<file path="src/rtl/hazard_unit.sv">
// Pipeline hazard unit: combinational stall/flush generation for memory waits,
// taken branches and load-use dependencies, plus a RUN/WAIT tracker that
// counts memory-wait cycles, flags over-long waits and counts front-end stalls.
module hazard_unit (
  input  logic        clk,
  input  logic        reset,
  input  logic [4:0]  rs1_D,
  input  logic [4:0]  rs2_D,
  input  logic        uses_rs1_D,
  input  logic        uses_rs2_D,
  input  logic [4:0]  rd_E,
  input  logic        isLoadE,
  input  logic        regWriteE,
  input  logic        isLoadM,
  input  logic        isStoreM,
  input  logic        mem_ready_M,
  input  logic        branch_taken_E,
  output logic        stall_F,
  output logic        stall_D,
  output logic        stall_E,
  output logic        stall_M,
  output logic        flush_D,
  output logic        flush_E,
  output logic        flush_WB,
  output logic        mem_wait,
  output logic [31:0] stall_count,
  output logic        timeout_err
);

  typedef enum logic {RUN = 1'b0, WAIT = 1'b1} state_t;

  state_t      state_reg, state_next;
  logic [7:0]  wait_cnt_reg, wait_cnt_next;
  logic        mem_busy;
  logic        rs1_hit, rs2_hit, load_use;

  // x0 is hardwired to zero, so a load targeting it never creates a dependency.
  assign mem_busy = (isLoadM | isStoreM) & ~mem_ready_M;
  assign rs1_hit  = uses_rs1_D & (rs1_D == rd_E);
  assign rs2_hit  = uses_rs2_D & (rs2_D == rd_E);
  assign load_use = isLoadE & regWriteE & (rd_E != 5'd0) & (rs1_hit | rs2_hit);

  // Stall/flush priority: memory wait freezes everything (a pending branch stays
  // held in Execute and fires once memory completes), then branch, then load-use.
  always_comb begin
    stall_F  = 1'b0;
    stall_D  = 1'b0;
    stall_E  = 1'b0;
    stall_M  = 1'b0;
    flush_D  = 1'b0;
    flush_E  = 1'b0;
    flush_WB = 1'b0;
    if (!reset) begin
      if (mem_busy) begin
        stall_F  = 1'b1;
        stall_D  = 1'b1;
        stall_E  = 1'b1;
        stall_M  = 1'b1;
        flush_WB = 1'b1;
      end else if (branch_taken_E) begin
        flush_D = 1'b1;
        flush_E = 1'b1;
      end else if (load_use) begin
        stall_F = 1'b1;
        stall_D = 1'b1;
        flush_E = 1'b1;
      end
    end
  end

  // Next state and wait-cycle counter; the counter only runs while waiting.
  always_comb begin
    state_next    = state_reg;
    wait_cnt_next = 8'd0;
    case (state_reg)
      RUN: begin
        if (mem_busy) state_next = WAIT;
      end
      WAIT: begin
        if (!mem_busy) state_next = RUN;
        wait_cnt_next = (wait_cnt_reg == 8'hFF) ? 8'hFF : wait_cnt_reg + 8'd1;
      end
      default: state_next = RUN;
    endcase
  end

  // State, wait counter and sticky timeout flag.
  always_ff @(posedge clk or posedge reset) begin
    if (reset) begin
      state_reg    <= RUN;
      wait_cnt_reg <= 8'd0;
      timeout_err  <= 1'b0;
    end else begin
      state_reg    <= state_next;
      wait_cnt_reg <= wait_cnt_next;
      if ((state_reg == WAIT) && mem_busy && (wait_cnt_next == 8'hFF))
        timeout_err <= 1'b1;
    end
  end

  // Saturating count of cycles with the fetch stage stalled.
  always_ff @(posedge clk or posedge reset) begin
    if (reset)
      stall_count <= 32'd0;
    else if (stall_F && (stall_count != 32'hFFFF_FFFF))
      stall_count <= stall_count + 32'd1;
  end

  assign mem_wait = (state_reg == WAIT);

endmodule

</file>
<file path="config.mk">
export PLATFORM = sky130hd
export DESIGN_NAME = hazard_unit
export DESIGN_NICKNAME = d
export VERILOG_FILES = /design/src/rtl/hazard_unit.sv
export SDC_FILE = /design/constraint.sdc
export NUM_CORES = 1
export LEC_CHECK = 0
export BUFFER_PORTS_ARGS = -buffer_cell sky130_fd_sc_hd__buf_2
export CAP_MARGIN = 20
export CORE_UTILIZATION = 30
export CTS_CLUSTER_DIAMETER = 30
export DETAILED_ROUTE_END_ITERATION = 6
export HOLD_SLACK_MARGIN = 0.06
export SLEW_MARGIN = 10
export SYNTH_ARGS = -nofsm -noshare
export SYNTH_HDL_FRONTEND = slang
export SYNTH_SLANG_ARGS = --single-unit
</file>
<file path="constraint.sdc">
create_clock -name clk -period 3.66 [get_ports clk]
set_input_delay 0.549 -clock clk [delete_from_list [all_inputs] [get_ports clk]]
set_output_delay 0.549 -clock clk [all_outputs]
set_load 0.01 [all_outputs]
</file>
==> results.py <==
metrics = {
    "run_status": {
        "status": "finished clean",
    },
    "placement": {
        "dp_hpwl_um": 3780,
        "place.gp.congestion": 0.778,
        "io_buffer_count": 65,
    },
    "final_layout": {
        "fin_nets": 317,
        "antennaDiodeCount": 0,
        "largest_reg_flops": 32,
        "syn_to_final_growth_pct": 22.0,
        "fillerInstances": 776,
        "drive_gt1_frac": 0.366,
    },
    "synthesis": {
        "synthesis.area_um2": 2390,
        "yosysMostFrequentCell": "dfrtp_1",
        "ys_types": 46,
        "yosys-top-cells-count": "dfrtp_1, xor2_1, nand2_1, nand3_1, xnor2_1",
        "postSynthCellCount": 222,
        "yosysTopAreaCell": "dfrtp_1",
        "ys_seq_elements": 42,
        "synth_flop_cell": "dfrtp_1",
        "synth.yosys.seq_area_share": 0.440,
        "async_reset_ff_frac": 1.00,
        "synth_top_family_by_area": "simple AND/OR/NAND/NOR gates",
        "synthAdderAreaFrac": 0.0105,
        "syn-num-nets": 249,
        "synth_area_leaders": "dfrtp_1, xor2_1, nor3_2, xnor2_1, nand3_1",
        "yosysWarningCount": 0,
        "yosys.area.top_type_share": 0.440,
        "synth-edff-count": 0,
        "avgSynthCellArea_um2": 10.8,
        "synth-compound-area-share": 0.0692,
        "synth.area.mux_share": 0.00472,
        "synth_simple_gate_area_share": 0.278,
        "synth-xor-area-share": 0.161,
    },
    "cts": {
        "cts_tree": "built",
        "cts_sinks": 42,
        "cts_root_buf": "clkbuf_8",
        "clk_path_buf_depth": 2,
        "post-cts-setup-buffers": 0,
        "htreeDepth": 2,
        "cts_buffers": 5,
        "path_clk_slew_ns": 0.08,
        "worstSkewPairLatency_ns": 0.29,
        "cts_resized": 0,
        "hold_buffers": 0,
    },
    "sta": {
        "setup-violations-final": 0,
        "finalCriticalPeriod_ns": 2.62,
        "whs_ns": 0.470,
        "finalCritPeriodShare": 0.715,
        "fin_skew_ns": 0.00829,
        "report.final.hold_viol_count": 0,
        "tightest_slew_ns": 0.547,
        "grt_setup_unrepaired": "no",
        "fin_setup_tns_ns": 0,
        "maxSlewViolCount": 0,
        "max_freq_ghz": 0.382,
        "slew_headroom": 0.635,
    },
    "floorplanning": {
        "row_count": 32,
        "core_um2": 7730,
        "die_width_um": 91.2,
        "die_height_um": 91.2,
        "pin_count": 66,
        "start_util": 0.309,
        "die_area_um2": 8320,
    },
    "global_routing": {
        "grt_usage": 0.131,
        "grt_pass1_wl_um": 8780,
        "grt_max_degree": 43,
        "antenna_found_initial": 0,
        "first_global_vias": 1761,
        "overflow": 0,
    },
    "detailed_routing": {
        "drc_errors": 0,
        "routedWlPerCell_um": 13.2,
        "routed_via_density": 4.82,
        "final_antenna_net_count": 0,
        "drt_wl_total_um": 5180,
        "num_vias": 1889,
        "dr.pass1.iters": 4,
        "drtIter0Drc": 104,
    },
    "worst_setup_path": {
        "worstRegToRegCells": 6,
        "crit_chain": "buf_2 -> or4_1 -> o211ai_2 -> nor3_1 -> a21oi_4 -> inv_2 -> buf_2",
        "cpLargestDelayFamily": "simple AND/OR/NAND/NOR gates",
        "crit_path_max_incr_delay_ns": 0.55,
        "criticalPathCategory": "in2out",
        "critPathSlowestCell": "or4_1",
        "worstReg2RegStart": "stall_count[0]",
        "cp-startpoint": "rd_E[0]",
        "crit_path_frequent_cell": "buf_2",
        "crit_cells": 7,
        "crit_path_start_kind": "input pin",
        "worstPathMaxFanout": 6,
        "end_kind": "primary output",
        "worstSetupEndpoint": "stall_D",
        "r2r-end": "stall_count[1]",
        "path_buf_inv": 3,
        "worstPathRequired_ns": 3.11,
        "r2r_slack_ns": 1.41,
        "cp_data_arrival_time_ns": 2.07,
    },
    "min_path": {
        "hold_path_class": "in2async",
    },
    "pwr": {
        "power_leakage_nw": 1.50,
        "powerDensity_nw_per_um2": 358,
        "max-vdd-ir-drop_mv": 0.203,
    },
    "job": {
        "max-cap-violations": 0,
    },
}
==> layout make-up <==
type,instances,area [um2],share of cell area
clock inverter,1,30.0,0.0103
multi-input combinational,165,1250,0.429
tap,102,128,0.0438
sequential,42,1050,0.361
timing repair buffer,66,333,0.114
inverter,10,37.5,0.0129
clock buffer,6,82.6,0.0284
==> worst reg2reg max path: cells and delay by family, from the launching register on <==
family	cells	cell delay, ns
fa+ha+maj	1	0.35
flops	1	0.47
mux	1	0.38
simple gates	4	0.95
==> worst min-delay path by stage <==
stage | startpoint | end | slack [ns] | depth (start not counted)
floorplan | wait_cnt_reg[0] | wait_cnt_reg[0] | 0.50 | 1
detailed placement | timeout_err | timeout_err | 0.48 | 1
global placement | timeout_err | timeout_err | 0.45 | 1
finish | reset | wait_cnt_reg[4] | 0.47 | 3
global route | stall_count[16] | stall_count[16] | 0.51 | 1
CTS | reset | wait_cnt_reg[3] | 0.49 | 3
==> metrics by stage <==
stage	area, um2	power, W	cells	setup slack, ns	util
detailed placement	2800	0.000679	385	1.04	0.362
global route	2910	0.00110	392	0.933	0.377
finish	2910	0.00104	392	1.04	0.377
CTS	2910	0.00105	392	1.03	0.377
global placement	2800	0.000677	385	1.05	0.362
floorplan	2390	0.000616	222	0.830	-
==> cell families (layout without fill, tap and decap cells) <==
logic type               count (synthesis)  after routing
XOR/XNOR                                44             44
adder cells (fa/ha/maj)                  2              2
multiplexers                             1              1
AND/OR/NAND/NOR                         99             99
buffers and inverters                   15             83
flip-flops                              42             42
AO/OA/AOI/OAI                           19             19
==> power by group <==
group	total, W	switching, W	leakage, nW	internal [W]
registers	0.000521	0.0000354	0.569	0.000485
clock network	0.000375	0.000156	0.0573	0.000218
logic	0.000147	0.0000875	0.873	0.0000594
total	0.00104	0.000279	1.50	0.000763
==> routing by layer <==
metal / part of all wire / up-vias / GRT usage
met5: 0 / - / 0
met1: 0.47 / 912 / 0.181
met2: 0.47 / 59 / 0.205
met3: 0.050 / 6 / 0.0276
met4: 0.011 / 0 / 0.0357
li1: - / 912 / -
==> cells in the final DEF, fill, tap and decap left out, types with 9 or more instances in the layout <==
| cell type | count |
|---|---|
| nor2_1 | 11 |
| nor3_2 | 13 |
| nand3_1 | 15 |
| nand2_1 | 16 |
| dfrtp_1 | 42 |
| xnor2_1 | 14 |
| inv_1 | 9 |
| buf_2 | 65 |
| xor2_1 | 30 |
Power figures use the tool's default switching activity.
